==> config.mk <==
export PLATFORM = sky130hd
export DESIGN_NAME = instr_fetch_cache_flat
export DESIGN_NICKNAME = d
export VERILOG_FILES = /design/src/rtl/instr_fetch_cache_if.sv /design/src/rtl/instr_fetch_cache.sv /design/src/flat_wrapper.sv
export SDC_FILE = /design/constraint.sdc
export NUM_CORES = 1
export LEC_CHECK = 0
export BUFFER_PORTS_ARGS = -buffer_cell sky130_fd_sc_hd__clkbuf_2
export CORE_AREA = 5 5 269 245
export CTS_BUF_LIST = sky130_fd_sc_hd__clkbuf_8
export DETAILED_ROUTE_END_ITERATION = 16
export DIE_AREA = 0 0 274 250
export GPL_TIMING_DRIVEN = 0
export PLACE_DENSITY_LB_ADDON = 0.1
export SLEW_MARGIN = 5
export SYNTH_ARGS = -nofsm -noshare
export SYNTH_HDL_FRONTEND = slang
export SYNTH_SLANG_ARGS = --single-unit
==> constraint.sdc <==
create_clock -name clk -period 6.9 [get_ports clk]
set_input_delay 1.035 -clock clk [delete_from_list [all_inputs] [get_ports clk]]
set_output_delay 1.035 -clock clk [all_outputs]
set_load 0.01 [all_outputs]
==> src/rtl/instr_fetch_cache_if.sv <==
// -----------------------------------------------------------------------------
// instr_fetch_cache_if
//   Bundles the fetch-side lookup signals and the backing-memory refill
//   handshake of instr_fetch_cache.
//
//   Fetch side : pc_addr, inv_all (to cache)  /  hit, instr (from cache)
//   Memory side: mem_ready, mem_rdata (to cache) / mem_req, mem_addr (from cache)
//
//   slave  : the cache itself
//   master : the environment (fetch stage + backing memory)
// -----------------------------------------------------------------------------
`timescale 1ns/1ps

interface instr_fetch_cache_if #(
   parameter int ADDR_W = 32
);
   logic [ADDR_W-1:0] pc_addr;
   logic              inv_all;
   logic              hit;
   logic [31:0]       instr;
   logic              mem_req;
   logic [ADDR_W-1:0] mem_addr;
   logic              mem_ready;
   logic [31:0]       mem_rdata;

   modport slave (
      input  pc_addr,
      input  inv_all,
      input  mem_ready,
      input  mem_rdata,
      output hit,
      output instr,
      output mem_req,
      output mem_addr
   );

   modport master (
      output pc_addr,
      output inv_all,
      output mem_ready,
      output mem_rdata,
      input  hit,
      input  instr,
      input  mem_req,
      input  mem_addr
   );
endinterface

==> src/rtl/instr_fetch_cache.sv <==
// -----------------------------------------------------------------------------
// instr_fetch_cache
//   Direct-mapped instruction cache for the fetch stage. Each fetch returns one
//   32-bit word (memory-slot instruction in [31:16], ALU-slot in [15:0]).
//   Lines hold two words; a miss refills the whole line from backing memory
//   with two req/ready handshakes (word 0 then word 1).
//
// Ports
//   clk            : rising-edge clock
//   reset          : synchronous, active-low
//   bus.pc_addr    : fetch byte address (bits [1:0] ignored)
//   bus.inv_all    : invalidate every line
//   bus.hit        : instr valid for pc_addr this cycle (combinational)
//   bus.instr      : fetched word, 0 when hit is low
//   bus.mem_req    : backing-memory read request
//   bus.mem_addr   : word-aligned backing read address
//   bus.mem_ready  : one-cycle accept/data-valid pulse
//   bus.mem_rdata  : backing read data
// -----------------------------------------------------------------------------
`timescale 1ns/1ps

module instr_fetch_cache #(
   parameter int INDEX_BITS = 3,
   parameter int ADDR_W     = 32
) (
   input  logic               clk,
   input  logic               reset,
   instr_fetch_cache_if.slave bus
);
   localparam int LINES  = 1 << INDEX_BITS;
   localparam int LINE_W = ADDR_W - 3;
   localparam int TAG_W  = ADDR_W - 3 - INDEX_BITS;

   typedef enum logic [1:0] {
      S_IDLE  = 2'd0,
      S_FILL0 = 2'd1,
      S_FILL1 = 2'd2
   } state_t;

   state_t              state_q, state_d;
   logic [LINES-1:0]    valid_q, valid_d;
   logic [LINE_W-1:0]   line_q, line_d;      // line address being refilled
   logic                poison_q, poison_d;  // fill overlapped an invalidate
   logic [ADDR_W-1:0]   mem_addr_q, mem_addr_d;

   // Tag/data storage is read asynchronously: a hit must be reported in the
   // same cycle the address is presented.
   logic [TAG_W-1:0]    tag_mem   [LINES];
   logic [31:0]         data0_mem [LINES];
   logic [31:0]         data1_mem [LINES];

   logic [INDEX_BITS-1:0] pc_index;
   logic [INDEX_BITS-1:0] fill_index;
   logic [TAG_W-1:0]      pc_tag;
   logic [TAG_W-1:0]      fill_tag;
   logic                  pc_offset;
   logic                  lookup_hit;
   logic                  wr_word0;
   logic                  wr_word1;
   logic                  hit_c;
   logic [31:0]           instr_c;
   logic                  unused_pc_bits;

   // ---------------------------------------------------------------- address
   assign pc_offset  = bus.pc_addr[2];
   assign pc_index   = bus.pc_addr[2+INDEX_BITS:3];
   assign pc_tag     = bus.pc_addr[ADDR_W-1:3+INDEX_BITS];
   assign fill_index = line_q[INDEX_BITS-1:0];
   assign fill_tag   = line_q[LINE_W-1:INDEX_BITS];

   // Byte-within-word bits carry no information for a word fetch.
   assign unused_pc_bits = ^bus.pc_addr[1:0];

   assign lookup_hit = valid_q[pc_index] && (tag_mem[pc_index] == pc_tag);

   // ---------------------------------------------------------- next state
   always_comb begin
      state_d    = state_q;
      valid_d    = valid_q;
      line_d     = line_q;
      poison_d   = poison_q;
      mem_addr_d = mem_addr_q;
      wr_word0   = 1'b0;
      wr_word1   = 1'b0;
      hit_c      = 1'b0;
      instr_c    = 32'h0;

      unique case (state_q)
         S_IDLE: begin
            if (!bus.inv_all) begin
               if (lookup_hit) begin
                  hit_c   = 1'b1;
                  instr_c = pc_offset ? data1_mem[pc_index] : data0_mem[pc_index];
               end else begin
                  state_d    = S_FILL0;
                  line_d     = bus.pc_addr[ADDR_W-1:3];
                  mem_addr_d = {bus.pc_addr[ADDR_W-1:3], 3'b000};
                  poison_d   = 1'b0;
                  // Word 0 is overwritten before the new tag lands; drop the
                  // old line now so a half-written line can never look valid.
                  valid_d[pc_index] = 1'b0;
               end
            end
         end

         S_FILL0: begin
            if (bus.mem_ready) begin
               wr_word0   = 1'b1;
               state_d    = S_FILL1;
               mem_addr_d = {line_q, 3'b100};
            end
         end

         S_FILL1: begin
            if (bus.mem_ready) begin
               wr_word1 = 1'b1;
               state_d  = S_IDLE;
               if (!poison_q && !bus.inv_all) begin
                  valid_d[fill_index] = 1'b1;
               end
            end
         end

         default: begin
            state_d = S_IDLE;
         end
      endcase

      // Invalidate wins over everything, including a line completing now.
      if (bus.inv_all) begin
         valid_d = '0;
         if (state_q != S_IDLE) begin
            poison_d = 1'b1;
         end
      end
   end

   // ------------------------------------------------------ control registers
   always_ff @(posedge clk) begin
      if (!reset) begin
         state_q    <= S_IDLE;
         valid_q    <= '0;
         line_q     <= '0;
         poison_q   <= 1'b0;
         mem_addr_q <= '0;
      end else begin
         state_q    <= state_d;
         valid_q    <= valid_d;
         line_q     <= line_d;
         poison_q   <= poison_d;
         mem_addr_q <= mem_addr_d;
      end
   end

   // ------------------------------------------------------ tag/data storage
   always_ff @(posedge clk) begin
      if (reset && wr_word0) begin
         data0_mem[fill_index] <= bus.mem_rdata;
      end
      if (reset && wr_word1) begin
         data1_mem[fill_index] <= bus.mem_rdata;
         tag_mem[fill_index]   <= fill_tag;
      end
   end

   // ---------------------------------------------------------------- outputs
   assign bus.hit      = hit_c;
   assign bus.instr    = instr_c;
   assign bus.mem_req  = (state_q != S_IDLE);
   assign bus.mem_addr = mem_addr_q;

endmodule

==> src/flat_wrapper.sv <==
// flat-port wrapper written by rule: the top's interface ports become plain ports
module instr_fetch_cache_flat 
#(
   parameter int INDEX_BITS = 3,
   parameter int ADDR_W     = 32
)
  (clk, reset, bus_pc_addr, bus_inv_all, bus_mem_ready, bus_mem_rdata, bus_hit, bus_instr, bus_mem_req, bus_mem_addr);
  instr_fetch_cache_if #(.ADDR_W(ADDR_W)) bus_i ();
  input  logic clk;
  input  logic reset;
  input wire logic [$bits(bus_i.pc_addr)-1:0] bus_pc_addr;
  input wire logic [$bits(bus_i.inv_all)-1:0] bus_inv_all;
  input wire logic [$bits(bus_i.mem_ready)-1:0] bus_mem_ready;
  input wire logic [$bits(bus_i.mem_rdata)-1:0] bus_mem_rdata;
  output wire logic [$bits(bus_i.hit)-1:0] bus_hit;
  output wire logic [$bits(bus_i.instr)-1:0] bus_instr;
  output wire logic [$bits(bus_i.mem_req)-1:0] bus_mem_req;
  output wire logic [$bits(bus_i.mem_addr)-1:0] bus_mem_addr;
  assign bus_i.pc_addr = bus_pc_addr;
  assign bus_i.inv_all = bus_inv_all;
  assign bus_i.mem_ready = bus_mem_ready;
  assign bus_i.mem_rdata = bus_mem_rdata;
  assign bus_hit = bus_i.hit;
  assign bus_instr = bus_i.instr;
  assign bus_mem_req = bus_i.mem_req;
  assign bus_mem_addr = bus_i.mem_addr;
  instr_fetch_cache #(.INDEX_BITS(INDEX_BITS), .ADDR_W(ADDR_W)) u_core (.clk(clk), .reset(reset), .bus(bus_i));
endmodule
Yosys cells after proc, flatten, opt, wreduce, memory -nomap -nowiden
Memories as Yosys holds them, arrays and structs flattened.
Cells that the tools add are included.
{ "word_totals": {"reg_bits": 72, "ramBits": 720, "input_bits": 68, "word_cells": 81, "n_memories": 3} }
{ "memory_table": {"columns": ["memory", "words", "width", "read_ports", "rd_ports_with_merged_regs", "write_ports", "line_no", "source"], "rows": [
  ["u_core.data0_mem", 8, 32, 1, 0, 1, "instr_fetch_cache.sv:49", "logic [31:0] data0_mem [LINES];"],
  ["u_core.data1_mem", 8, 32, 1, 0, 1, "instr_fetch_cache.sv:50", "logic [31:0] data1_mem [LINES];"],
  ["u_core.tag_mem", 8, 26, 1, 0, 1, "instr_fetch_cache.sv:48", "logic [TAG_W-1:0] tag_mem [LINES];"]
]} }
{ "op_classes": {"magnitude_cmp": 4, "n_eq_ne": 8, "muxes": 38, "n_bitwise": 6, "n_reduce_logical": 17} }
{ "op_table": {"columns": ["cell", "count"], "rows": [
  ["$mux 32", 7],
  ["$pmux 32 s2", 1],
  ["$eq 26x26->1", 1],
  ["$mux 8", 3],
  ["$mux 1", 18],
  ["$pmux 8 s2", 1],
  ["$reduce_and 4->1", 3],
  ["$and 8x8->8", 1],
  ["$lt 3x4->1 const B", 2],
  ["$mux 2", 4],
  ["$ne 2x2->1 const B", 4],
  ["$not 8->8", 1],
  ["$or 8x8->8", 1],
  ["$demux 1 s3", 2],
  ["$ge 3x1->1 const B", 2],
  ["$logic_and 1x1->1", 6],
  ["$pmux 2 s3", 1],
  ["$reduce_bool 2->1", 3],
  ["$bmux 1 s3", 1],
  ["$not 1->1", 3],
  ["$reduce_and 3->1", 1],
  ["$eq 2x1->1 const B", 1],
  ["$eq 2x2->1 const B", 1],
  ["$logic_not 1->1", 2],
  ["other kinds (3)", 3]
]} }

Logic depth before layout (Yosys ltp)
Gate-level depths: netlist of the first run.
{ "logic_depth": {"ltp_word": 8, "depth_mapped": 14, "mapped_depth_nobuf": 8} }

Least setup slack after synthesis of the first run
Ideal clock, no wire load.
{ "synth_timing": {"kind": "in2reg", "start": "input reset", "end": "memory u_core.data0_mem[0][0], enable pin", "setup_time_ns": 0.502, "arrival_ns": 4.958, "setup_slack_ns": 1.440, "stages": 5, "path_buffers": 2, "cell_sequence": "clkbuf_1 -> inv_1 -> or3_1 -> clkbuf_1 -> nor4_1"} }
{ "synth_between": {"elab_chain_cells": 3} }
{ "synth_lines": {"columns": ["item", "line_no", "source"], "rows": [
  ["start: declaration", "flat_wrapper.sv:10", "input logic reset;"],
  ["$logic_and 1x1->1", "instr_fetch_cache.sv:157", "if (reset && wr_word0) begin"],
  ["$mux 1", "instr_fetch_cache.sv:157", null],
  ["$mux 1 (implied by the code)", "instr_fetch_cache.sv:158", "data0_mem[fill_index] <= bus.mem_rdata;"],
  ["end: declaration", "instr_fetch_cache.sv:49", null]
]} }
Every way passes these cells.

Worst setup path in the final report of the first run
{ "layout_timing": {"start": "input bus_pc_addr[4]", "end": "output bus_instr[24]"} }
{ "layout_between": {"elab_chain_cells": 6} }
{ "layout_lines": {"columns": ["item", "line_no", "source"], "rows": [
  ["start: declaration", "flat_wrapper.sv:11", "input wire logic [$bits(bus_i.pc_addr)-1:0] bus_pc_addr;"],
  ["$mem_v2 8x26 or $bmux 1 s3 (tied branches)", null, null],
  ["$eq 26x26->1 or $mux 1 (tied branches)", "instr_fetch_cache.sv:74", "assign lookup_hit = valid_q[pc_index] && (tag_mem[pc_index] == pc_tag);"],
  ["$logic_and 1x1->1", "instr_fetch_cache.sv:74", null],
  ["$mux 32 (*)", "instr_fetch_cache.sv:91", "if (lookup_hit) begin"],
  ["$mux 32 (*)", "instr_fetch_cache.sv:90", "if (!bus.inv_all) begin"],
  ["$mux 32 (*)", "instr_fetch_cache.sv:88", "unique case (state_q)"],
  ["end: declaration", "flat_wrapper.sv:16", "output wire logic [$bits(bus_i.instr)-1:0] bus_instr;"]
]} }
Every way passes the cells marked *; elsewhere a longest branch is shown, timed or not. The select of a mux whose other input is x is not followed.

==> results of run 1 <==
==> final cells by class <==
cell class	count	area [um^2]	area share [%]
timing repair buffer	165	1470	4.07
clock buffer	143	1970	5.46
buffer	130	612	1.70
antenna	5	12.5	0.0347
clock inverter	84	340	0.944
sequential	790	23000	63.9
multi-input combinational	1003	7530	20.9
tap	855	1070	2.97
inverter	7	26.3	0.0729
==> stage by stage <==
stage          power, mW  setup TNS [ps]  instance area, um^2
2_1_floorplan       5.73               0                31100
3_3_place_gp        6.02         -711900                32800
5_1_grt             9.96          -0.675                36000
4_1_cts             9.68               0                36000
3_5_place_dp        6.04            -910                33700
6_report            9.65           -90.8                36100
==> layer usage <==
layer / vias to the layer above / share of wire (%)
li1: 8274 / -
met4: 4 / 2.8
met1: 10200 / 41
met3: 192 / 10
met5: - / 0.027
met2: 1180 / 46
==> logic make-up (layout without fill, tap and decap cells) <==
kind of cell / Yosys count / after routing / synth area share, %
other cells: 1 / 7 / 0.0121
flops: 790 / 790 / 74.1
buf+inv: 137 / 529 / 2.01
simple gates: 332 / 332 / 4.90
xor+xnor: 15 / 15 / 0.423
compound gates: 422 / 422 / 9.04
mux: 232 / 232 / 9.49
==> final timing paths <==
path,start,slack [ps],to
worst min-delay path,u_core.bus.mem_addr[31]$_SDFFE_PN0P_,460,u_core.bus.mem_addr[31]$_SDFFE_PN0P_
worst max register to register,u_core.state_q[0]$_SDFFE_PN0P_,3490,u_core.data0_mem[0][16]$_DFFE_PP_
worst min register to register,u_core.bus.mem_addr[31]$_SDFFE_PN0P_,460,u_core.bus.mem_addr[31]$_SDFFE_PN0P_
worst max-delay path,bus_pc_addr[4],-90,bus_instr[24]
==> power by group through the flow <==
stage                     combinational [mW]  sequential, mW  clock [mW]
final                                  0.648            5.31        3.69
after global placement                 0.618            5.40           0
after CTS                              0.638            5.30        3.74
after floorplan                        0.336            5.40           0
after detailed placement               0.636            5.40           0
after global routing                   0.682            5.31        3.97
==> state kept, by name, summed over array words and instances (netlist names) <==
| signal | cells |
|---|---|
| u_core.bus.mem_addr | 30 |
| u_core.line_q | 29 |
| u_core.state_q | 2 |
| u_core.poison_q | 1 |
| u_core.valid_q | 8 |
| u_core.tag_mem | 208 |
| u_core.data1_mem | 256 |
| u_core.data0_mem | 256 |
==> layout by cell type, fill, tap and decap left out, types with 7 or more instances in the layout <==
master and count:
a22oi_1 15, buf_16 15, xor2_1 13, mux2_2 57, a21oi_2 18, nor2_4 14, nor2_1 109, clkinv_2 8
clkinv_1 24, o21ai_0 49, o21ai_1 30, nor3_1 10, edfxtp_1 720, mux2i_1 129, and3_1 7, o211ai_1 43
nand2_1 83, clkbuf_8 143, buf_2 23, dfxtp_1 70, buf_12 19, mux4_2 44, a21oi_1 86, nand3_1 31
o22ai_1 91, a211oi_1 7, buf_4 17, inv_1 53, clkbuf_1 77, clkbuf_2 129, o221ai_1 27, nand2b_1 35
o221a_2 7, buf_1 8, or3_1 11
==> tightest hold or removal path: cells and delay by family (launching register included) <==
kind / cells / cell delay, ps
flip-flops: 1 / 310
multiplexers: 1 / 50
AND/OR/NAND/NOR: 1 / 50
==> reports/results.txt, run 1 <==
The run finished, with violations left. The final reports fail on negative setup slack. The proportion of power drawn by combinational gates was 6.7%; the clock-pin transition on the worst setup and hold timing paths was 60 ps.

The share of post-route cells with drive strength above 1 came out at 22.4%. The count of pins over their slew limit is 0. The tools report the number of cells upsized or downsized after cts as 3. The run gives 134 as the I/O pin count.

Number of endpoints with negative hold slack in the final report: 0. The relative slew slack is 2.90%, and the number of warnings printed during yosys synthesis is 0. The tools report the number of instances in the synthesized netlist as 1929.

The logs give 790 for the number of sinks handled by clock tree synthesis and 49.2% for the effective utilization at floorplan. In the finished design, the share of the clock period the worst path needs comes to 101%. For the net switching component of the power, the log shows 2.29 mW.

For the worst setup path, the data arrival time is 5960 ps. Cells fill 57.1% of the core in the end. After filler insertion, the fill cell instance count of the layout stands at 5047. The type of the worst setup path was in -> out. After synthesis, the largest area contributor takes up 69.6% of total cell area.

The post-synthesis cell type with the largest combined area is edfxtp_1. The routed length per instance works out to 31.0 um. The placement-stage worst setup slack came out at -287 ps. The number of hold-repair buffers added at the cts stage was 0; the required time at the endpoint of the critical path was 5860 ps.

The wire-length estimate of the detail-placed layout is 63300 um. The worst setup path is launched from an input pin. The total placed cells including tap cells is 2950, and the core box area is 63100 um^2. The tools report the cell chosen for the clock root as clkbuf_8. The run gives 2296 as the final layout net count.

The floorplan step defined a die boundary enclosing 68500 um^2. The largest buffer count on any clock path is 3, and the clock latency on the worst-skew pair is 770 ps. The smallest clock period supported by the final layout is computed as 6990 ps. The H-tree was split into 4 levels.

In this run the static leakage power is 12.1 nW. Critical path's most frequent cell: buf_2. The tools report the length of the first detailed-routing pass in iterations as 6. In this run, distinct cell masters in the synthesized netlist total 67. The highest cell delay on the worst timing path is 710 ps.

The synthesized area per cell was 16.1 um^2; the power density of the placed cells was 268 nW/um^2. Internal power comes to 7.36 mW. The number of global-route vias before repair came out at 19.4k. The critical path's slowest cell is buf_1.

The floorplan step set the die width to 274 um. The maximum ir drop on the vdd rail was 0.179 mV. The post-detailed-route via-to-cell ratio was 6.25. For the worst-case setup margin in the final layout, the log shows -90.8 ps. Counting both buffers and inverters, the worst setup path holds a total of 9. The logs give 143 MHz for the fmax and 0 for the number of setup buffers added after CTS.

After the first detailed-routing iteration, the DRC count stood at 2476. For the pin with the worst max-slew slack, the measured transition is 1460 ps. met2 is the most crowded layer. The register area share after synthesis was 74.1%; the routed wire length was 98600 um.

The cell family contributing the most delay on the critical path is buffers and inverters. Per report_power, the sequential group accounts for 55.0% of the total. The logs give 0 for the overflow left after global routing and 41.5% for the routing usage on met1. Hold is met by 464 ps.

The largest fanout of any net on the critical path is 10. The signal on the critical path passes through buf_4 -> buf_4 -> buf_2 -> buf_2 -> buf_2 -> buf_1 -> clkbuf_1 -> clkdlybuf4s15_2 -> o221ai_1 -> a31oi_1 -> clkbuf_2. The flip-flop and latch count after synthesis works out to 790. Number of endpoints failing setup at the final stage: 1. The mapped netlist covers 31100 um^2. Leaving out filler cells and counting taps, the final layout contains 3182. The top flip-flop cell by instance count after synthesis is edfxtp_1. During placement, the flow inserted port buffers numbering 125.

The run gives 0 as the number of maximum-capacitance constraint violations. For the all-layer global routing usage, the log shows 28.6%. The tools report the number of rows created at floorplan as 88. From synthesis to final layout, the design area changed by 16.1%.

In the synthesized netlist, the cells that appear most often are edfxtp_1 (720), mux2i_1 (129), nor2_1 (123), o22ai_1 (91), a21oi_1 (86). The proportion of total power due to net switching is 23.8%. By area the synthesized netlist is led by edfxtp_1 (70%), dfxtp_1 (4.5%), mux2i_1 (4.2%).

The most common cell in the synthesized netlist was edfxtp_1. The worst reg-to-reg path cell count works out to 7. The async set or reset register ratio after synthesis came out at 0%. Number of stages on the worst hold path: 2. Detailed routing inserted a total of 19.9k vias. Buffers inserted during clock tree synthesis total 131. The number of flops mapped to enable cells by yosys works out to 720. The die is 250 um tall. Global routing used 6.84% of the available met3 tracks.

The met2 track utilization from global routing was 43.5%. For the worst clock skew on the final layout, the log shows 21.3 ps. The first global-routing pass estimated 139000 um of wire. TritonCTS built the clock tree.

The run gives 0 as the DRC violations left. The path class of the tightest hold or removal check is reg -> reg. The element type at the critical path end is a primary output. The cell count along the critical path came out at 11. The initial antenna violation count was 5. The clock network fraction of design power was 38.3%. The global placer's final weighted congestion is 0.849.

Entering global routing, the biggest net connects 23 pins. The detail route stage leaves a number of antenna-violating nets equal to 0.
(Power assumes the default switching activity.)
==> inputs of run 2 (changes only) <==
--- a/config.mk
+++ b/config.mk
@@ -12,6 +12,7 @@
 export DIE_AREA = 0 0 274 250
 export GPL_TIMING_DRIVEN = 0
 export PLACE_DENSITY_LB_ADDON = 0.1
+export RECOVER_POWER = 50
 export SLEW_MARGIN = 5
 export SYNTH_ARGS = -nofsm -noshare
 export SYNTH_HDL_FRONTEND = slang
==> run 2 against run 1 <==
The run ends with max-capacitance violations, max-slew violations, negative setup slack left. Count of clock-buffer cells in the layout is the same. Final cell count is the same. Die area is the same. Non-clock buffer count is the same. Routed wire length grew 0.14%. Highest routed layer unchanged.
==> reports/results.txt, run 2 (synthesized netlist as in run 1, its figures left out) <==
The tools report the clock latency on the worst-skew pair as 780 ps (was 770 ps). The logs give 2950 (unchanged) for the total placed cells including tap cells and 88 (unchanged) for the number of rows created at floorplan. The relative area change from synthesis to final layout came out at 15.7% (was 16.1%). The run finished, with violations left.

Relative slew slack: -31.1% (was 2.90%). The number of hold-repair buffers added at the cts stage is 0 (unchanged). For the number of buffers created by CTS, the log shows 131 (unchanged). The share of the cycle needed by the critical path after routing came out at 101% (about the same).

Most frequent cells in the layout: edfxtp_1 (720), clkbuf_8 (143), clkbuf_1 (139) (was edfxtp_1 (720), clkbuf_8 (143), mux2i_1 (129), clkbuf_2 (129), nor2_1 (109)). The run gives 49.2% (unchanged) as the effective utilization at floorplan. The initial antenna violation count was 5 (unchanged).

The global placer's final weighted congestion came out at 0.849 (unchanged). The run gives 19.4k (unchanged) as the number of global-route vias before repair. The tools report the final layout net count as 2296 (unchanged). The cell area after placement was 33700 um^2 (unchanged); the overall power of the completed layout was 9.64 mW (was 9.65 mW). The level count of the clock H-tree is 4 (unchanged).

The fmax is 143 MHz (about the same). The logs give 134 (unchanged) for the I/O pin count and 23.3 ps (was 21.3 ps) for the worst clock skew on the final layout. The critical path's most frequent cell was buf_2 (unchanged). For the number of endpoints with negative hold slack in the final report, the log shows 0 (unchanged). The run gives 11.9 nW (was 12.1 nW) as the leakage component of the power.

The height of the die came out at 250 um (unchanged). The logs give 3182 (unchanged) for the final non-filler cell total and 23 (unchanged) for the pin count of the biggest net entering global routing. The measured slew at the worst slew-check pin is 1960 ps (was 1460 ps), and the number of routed nets with antenna violations is 0 (unchanged).

Number of endpoints failing setup at the final stage: 1 (unchanged). Number of maximum-capacitance constraint violations: 4 (was 0). The detailed-route via count is 19.7k (was 19.9k). The tools report the summed negative setup slack over all endpoints as -72.1 ps (was -90.8 ps).

The power density of the placed cells works out to 268 nW/um^2 (about the same). For the DRC violations left, the log shows 0 (unchanged). The length of the first detailed-routing pass in iterations came out at 5 (was 6). The post-detailed-route via-to-cell ratio was 6.20 (was 6.25); the die span in x was 274 um (unchanged). Type of origin of the critical path: an input pin (unchanged). The cell chosen for the clock root was clkbuf_8 (unchanged). The largest fanout of any net on the critical path came out at 10 (unchanged).

The run gives -287 ps (unchanged) as the placement-stage worst setup slack. The logs give 63300 um (unchanged) for the half-perimeter wire length after placement and 0.179 mV (about the same) for the maximum ir drop on the vdd rail. Arrival time reported for the critical path endpoint: 5940 ps (was 5960 ps). The number of sinks handled by clock tree synthesis is 790 (unchanged).

The filler cell count was 5087 (was 5047); the largest buffer count on any clock path was 3 (unchanged). The critical path's slowest cell is buf_1 (unchanged). For the initial DRC count, the log shows 2446 (was 2476).

TritonCTS built the clock tree. Type of the worst setup path: in -> out (unchanged). The worst-case setup margin in the final layout is -72.1 ps (was -90.8 ps).

Minimum clock period: 6970 ps (was 6990 ps). Violations in the final reports: max-capacitance violations, max-slew violations, negative setup slack (was negative setup slack). For the count of pins over their slew limit, the log shows 42 (was 0).

The area of all placed cells without fillers came out at 35900 um^2 (was 36100 um^2). The all-layer global routing usage was 28.6% (unchanged); the core box area was 63100 um^2 (unchanged). The tools report the element type at the critical path end as a primary output (unchanged). The clock-pin transition on the worst setup and hold timing paths came out at 60 ps (about the same). Number of setup buffers added after CTS: 0 (unchanged). The most common cell after layout, fill and taps aside was edfxtp_1 (unchanged). The overall die area was 68500 um^2 (unchanged). The worst hold slack came out at 463 ps (was 464 ps). The class of the most critical hold timing path is reg -> reg (unchanged).

Cell chain of the critical path: buf_4 -> buf_4 -> buf_2 -> buf_2 -> buf_2 -> buf_1 -> clkbuf_1 -> clkdlybuf4s15_2 -> o221ai_1 -> a31oi_1 -> clkbuf_2 (unchanged). The number of buffers added on ports was 125 (unchanged). Routed length per instance: 31.0 um (about the same). The highest cell delay on the worst timing path was 680 ps (was 710 ps); the share of post-route cells with drive strength above 1 was 19.6% (was 22.4%). The tools report the global-route wire length before repair as 139000 um (unchanged). Utilization after layout: 57.0% (was 57.1%).

Largest registers: u_core.data0_mem x256, u_core.data1_mem x256, u_core.tag_mem x208 (unchanged). Routed wire length: 98800 um (was 98600 um). The run gives 0 (unchanged) as the overflow left after global routing. The required time at the endpoint of the critical path is 5860 ps (about the same).
[run 2: changes by cell type in the layout (fill, tap and decap cells not counted)]
| cell | previous run | this run |
|---|---|---|
| nor2_1 | 109 | 114 |
| clkbuf_2 | 129 | 67 |
| clkbuf_1 | 77 | 139 |
| nor2_4 | 14 | 9 |
[run 2: repair_timing]
item / 4_1_cts / 5_1_grt
gates cloned: 0 / 0
resized for setup: 3 / 4
setup endpoints to repair: 7 / 3
[run 2: critical path: cells and delay by family]
| kind | cells | cell delay (ps) |
|---|---|---|
| compound gates | 2 | 580 |
| buf+inv | 9 | 4250 |
[run 2: routing by layer]
metal,wire length [um],vias to the layer above,GRT usage [%]
met4,2780,4,8.95
met1,40600,10200,41.5
met2,45300,1119,43.5
met3,10100,184,6.84
met5,26,-,0
li1,-,8270,-
[run 2: final cells by class]
cell class / count / area [um^2] / area share [%]
flip-flops and latches: 790 / 23000 / 64.1
multi-input cells: 1003 / 7500 / 20.9
clock buffers: 143 / 1970 / 5.48
repair buffers: 165 / 1390 / 3.87
well taps: 855 / 1070 / 2.98
plain buffers: 130 / 612 / 1.70
clock inverters: 84 / 340 / 0.947
inverters: 7 / 26.3 / 0.0731
diodes: 5 / 12.5 / 0.0348
[run 2: worst paths after layout]
check / slack (ps) / cells past startpoint / endpoint / startpoint
hold / removal: 460 / 2 / u_core.bus.mem_addr[31]$_SDFFE_PN0P_ / u_core.bus.mem_addr[31]$_SDFFE_PN0P_
hold reg to reg: 460 / 2 / u_core.bus.mem_addr[31]$_SDFFE_PN0P_ / u_core.bus.mem_addr[31]$_SDFFE_PN0P_
setup / recovery: -70 / 11 / bus_instr[24] / bus_pc_addr[4]
setup reg to reg: 3020 / 6 / u_core.data1_mem[4][25]$_DFFE_PP_ / u_core.state_q[0]$_SDFFE_PN0P_
[run 2: where the power goes]
group / internal, mW / switching [mW] / total [mW]
registers: 5.26 / 0.0425 / 5.31
clock network: 1.89 / 1.81 / 3.70
logic: 0.197 / 0.444 / 0.641
==> inputs of run 3 (changes only) <==
--- a/config.mk
+++ b/config.mk
@@ -6,10 +6,10 @@
 export NUM_CORES = 1
 export LEC_CHECK = 0
 export BUFFER_PORTS_ARGS = -buffer_cell sky130_fd_sc_hd__clkbuf_2
-export CORE_AREA = 5 5 269 245
+export CORE_AREA = 5 5 256 258
 export CTS_BUF_LIST = sky130_fd_sc_hd__clkbuf_8
 export DETAILED_ROUTE_END_ITERATION = 16
-export DIE_AREA = 0 0 274 250
+export DIE_AREA = 0 0 261 263
 export GPL_TIMING_DRIVEN = 0
 export PLACE_DENSITY_LB_ADDON = 0.1
 export RECOVER_POWER = 50
==> run 3 against run 2 <==
The flow finishes with violations (max-capacitance violations, max-slew violations). Critical path type unchanged. Largest power group unchanged. Non-clock buffer count unchanged. Clock power up 4%. Sequential power about the same. Highest routed layer unchanged.
==> reports/results.txt, run 3 (synthesized netlist as in run 1, its figures left out) <==
The run finished, with violations left. Violations in the final reports: max-capacitance violations, max-slew violations (was max-capacitance violations, max-slew violations, negative setup slack). The overall die area came out at 68600 um^2 (was 68500 um^2). The logs give 19.8k (was 19.7k) for the detailed-route via count and 22 (was 23) for the pin count of the biggest net entering global routing. Core box area: 62700 um^2 (was 63100 um^2).

For the all-layer global routing usage, the log shows 28.8% (was 28.6%). For the effective utilization at floorplan, the log shows 49.5% (was 49.2%). The routed length per instance came out at 31.4 um (was 31.0 um). The net switching component of the power was 2.40 mW (was 2.30 mW); the share of the cycle needed by the critical path after routing was 99.7% (was 101%). The clock-pin transition on the worst setup and hold timing paths works out to 60 ps (about the same). The proportion of power drawn by combinational gates was 6.6% (about the same). Cell chosen for the clock root: clkbuf_8 (unchanged). The final non-filler cell total is 3185 (was 3182). Post-detailed-route via-to-cell ratio: 6.22 (was 6.20).

The maximum ir drop on the vdd rail is 0.208 mV (was 0.179 mV). The tools report the total placed cells including tap cells as 2941 (was 2950). The most common cell after layout, fill and taps aside was edfxtp_1 (unchanged).

The run gives 5840 ps (was 5940 ps) as the arrival time reported for the critical path endpoint. Largest registers: u_core.data0_mem x256, u_core.data1_mem x256, u_core.tag_mem x208 (unchanged). The number of buffer and inverter instances along the worst setup path works out to 7 (was 9). The tools report the overall power of the completed layout as 9.78 mW (was 9.64 mW).

The class of the most critical hold timing path was reg -> reg (unchanged). The worst clock skew on the final layout was 30.1 ps (was 23.3 ps). Initial antenna violation count: 5 (unchanged).

The logs give 63000 um (was 63300 um) for the half-perimeter wire length after placement and 0 (was 1) for the number of endpoints failing setup at the final stage. The run gives 790 (unchanged) as the number of sinks handled by clock tree synthesis. The cell family contributing the most delay on the critical path was buffers and inverters (unchanged). The count of pins over their slew limit is 31 (was 42), and the clock latency on the worst-skew pair is 800 ps (was 780 ps).

For the utilization after layout, the log shows 57.4% (was 57.0%). The run gives 0.829 (was 0.849) as the global placer's final weighted congestion. The number of routed nets with antenna violations was 0 (unchanged). The relative slew slack was -18.5% (was -31.1%). The number of setup buffers added after CTS was 0 (unchanged).

The run gives 3 (was 4) as the number of maximum-capacitance constraint violations. TritonCTS built the clock tree. The run gives 19.7k (was 19.4k) as the number of global-route vias before repair. The largest buffer count on any clock path is 3 (unchanged). The cell-internal power is 7.38 mW (was 7.35 mW). Area of all placed cells without fillers: 36000 um^2 (was 35900 um^2). Cell chain of the critical path: buf_4 -> buf_2 -> buf_2 -> buf_1 -> clkbuf_1 -> clkbuf_1 -> o22ai_1 -> a311oi_1 -> clkbuf_2 (was buf_4 -> buf_4 -> buf_2 -> buf_2 -> buf_2 -> buf_1 -> clkbuf_1 -> clkdlybuf4s15_2 -> o221ai_1 -> a31oi_1 -> clkbuf_2). Overflow left after global routing: 0 (unchanged).

The type of the worst setup path was in -> out (unchanged). The share of post-route cells with drive strength above 1 was 19.7% (was 19.6%); the height of the die was 263 um (was 250 um). The number of endpoints with negative hold slack in the final report was 0 (unchanged). The minimum clock period was 6880 ps (was 6970 ps); the number of buffers added on ports was 125 (unchanged). The filler cell count is 5021 (was 5087). The routed wire length is 100000 um (was 98800 um). The length of the first detailed-routing pass in iterations came out at 6 (was 5).

The global-route wire length before repair is 140000 um (was 139000 um), and the measured slew at the worst slew-check pin is 1770 ps (was 1960 ps). The die span in x is 261 um (was 274 um). The largest fanout of any net on the critical path is 10 (unchanged). Setup repair after global routing left no endpoint under its margin.

For the initial DRC count, the log shows 2729 (was 2446). The worst hold slack was 459 ps (was 463 ps); the leakage component of the power was 12.0 nW (was 11.9 nW). DRC violations left: 0 (unchanged). Critical path's slowest cell: clkbuf_1 (was buf_1). The number of rows created at floorplan is 92 (was 88), and the power density of the placed cells is 272 nW/um^2 (was 268 nW/um^2). I/O pin count: 134 (unchanged). The relative area change from synthesis to final layout is 15.9% (was 15.7%). The tools report the element type at the critical path end as a primary output (unchanged). For the fmax, the log shows 145 MHz (was 143 MHz). The tools report the type of origin of the critical path as an input pin (unchanged). The cell area after placement was 33700 um^2 (about the same); the required time at the endpoint of the critical path was 5860 ps (about the same). The tools report the final layout net count as 2300 (was 2296). The run gives 39.1% (was 38.3%) as the clock network fraction of design power. Most frequent cells in the layout: edfxtp_1 (720), clkbuf_1 (140), clkbuf_8 (139) (was edfxtp_1 (720), clkbuf_8 (143), clkbuf_1 (139)). The highest cell delay on the worst timing path came out at 980 ps (was 680 ps). The number of buffers created by CTS is 135 (was 131). The proportion of total power due to net switching came out at 24.5% (was 23.8%).

The share of power burned in registers was 54.3% (was 55.0%); the level count of the clock H-tree was 4 (unchanged).
run 3: cell type report:
cell class                 count  area (um^2)  area share, %
multi-input combinational   1003         7480           20.8
sequential                   790        23000           64.0
clock buffer                 139         1910           5.32
buffer                       130          613           1.70
inverter                       7         26.3         0.0730
clock inverter               104          508           1.41
timing repair buffer         165         1370           3.80
antenna                        1         2.50        0.00695
tap                          846         1060           2.94
run 3: metal layers:
| metal | part of all wire (%) | GRT usage (%) | up-vias |
|---|---|---|---|
| li1 | - | - | 8290 |
| met4 | 3.1 | 9.57 | 8 |
| met1 | 40 | 40.0 | 10100 |
| met2 | 46 | 43.8 | 1203 |
| met5 | 0.061 | 0 | - |
| met3 | 11 | 9.00 | 196 |
run 3: worst paths after layout:
path	slack [ps]	end	start	cells after the start
setup / recovery	20	bus_instr[23]	bus_pc_addr[3]	9
hold / removal	460	u_core.bus.mem_addr[20]$_SDFFE_PN0P_	u_core.bus.mem_addr[20]$_SDFFE_PN0P_	2
setup reg to reg	3180	u_core.tag_mem[6][19]$_DFFE_PP_	u_core.state_q[0]$_SDFFE_PN0P_	5
hold reg to reg	460	u_core.bus.mem_addr[20]$_SDFFE_PN0P_	u_core.bus.mem_addr[20]$_SDFFE_PN0P_	2
run 3: power groups by stage:
stage          Clock, mW  Sequential (mW)  Combinational (mW)
2_1_floorplan          0             5.40               0.336
3_3_place_gp           0             5.40               0.618
3_5_place_dp           0             5.41               0.638
4_1_cts             3.87             5.31               0.640
5_1_grt             4.11             5.31               0.677
6_report            3.83             5.31               0.643
run 3: timing repair:
item                                    4_1_cts  5_1_grt
hold buffers                                  0        0
gates resized for setup                       2       10
endpoints found under the setup margin        6       12
run 3: worst min-delay path, stage by stage (launching register included):
cell and delay (ps):
dfxtp_1 300, nand2_1 50, mux2i_1 60
run 3: metrics by stage:
step                setup slack [ps]  TNS [ps]
global route                    6.15         0
finish                          21.8         0
global placement               -3130   -732440
floorplan                       1440         0
CTS                             3.59         0
detailed placement              -315     -1090
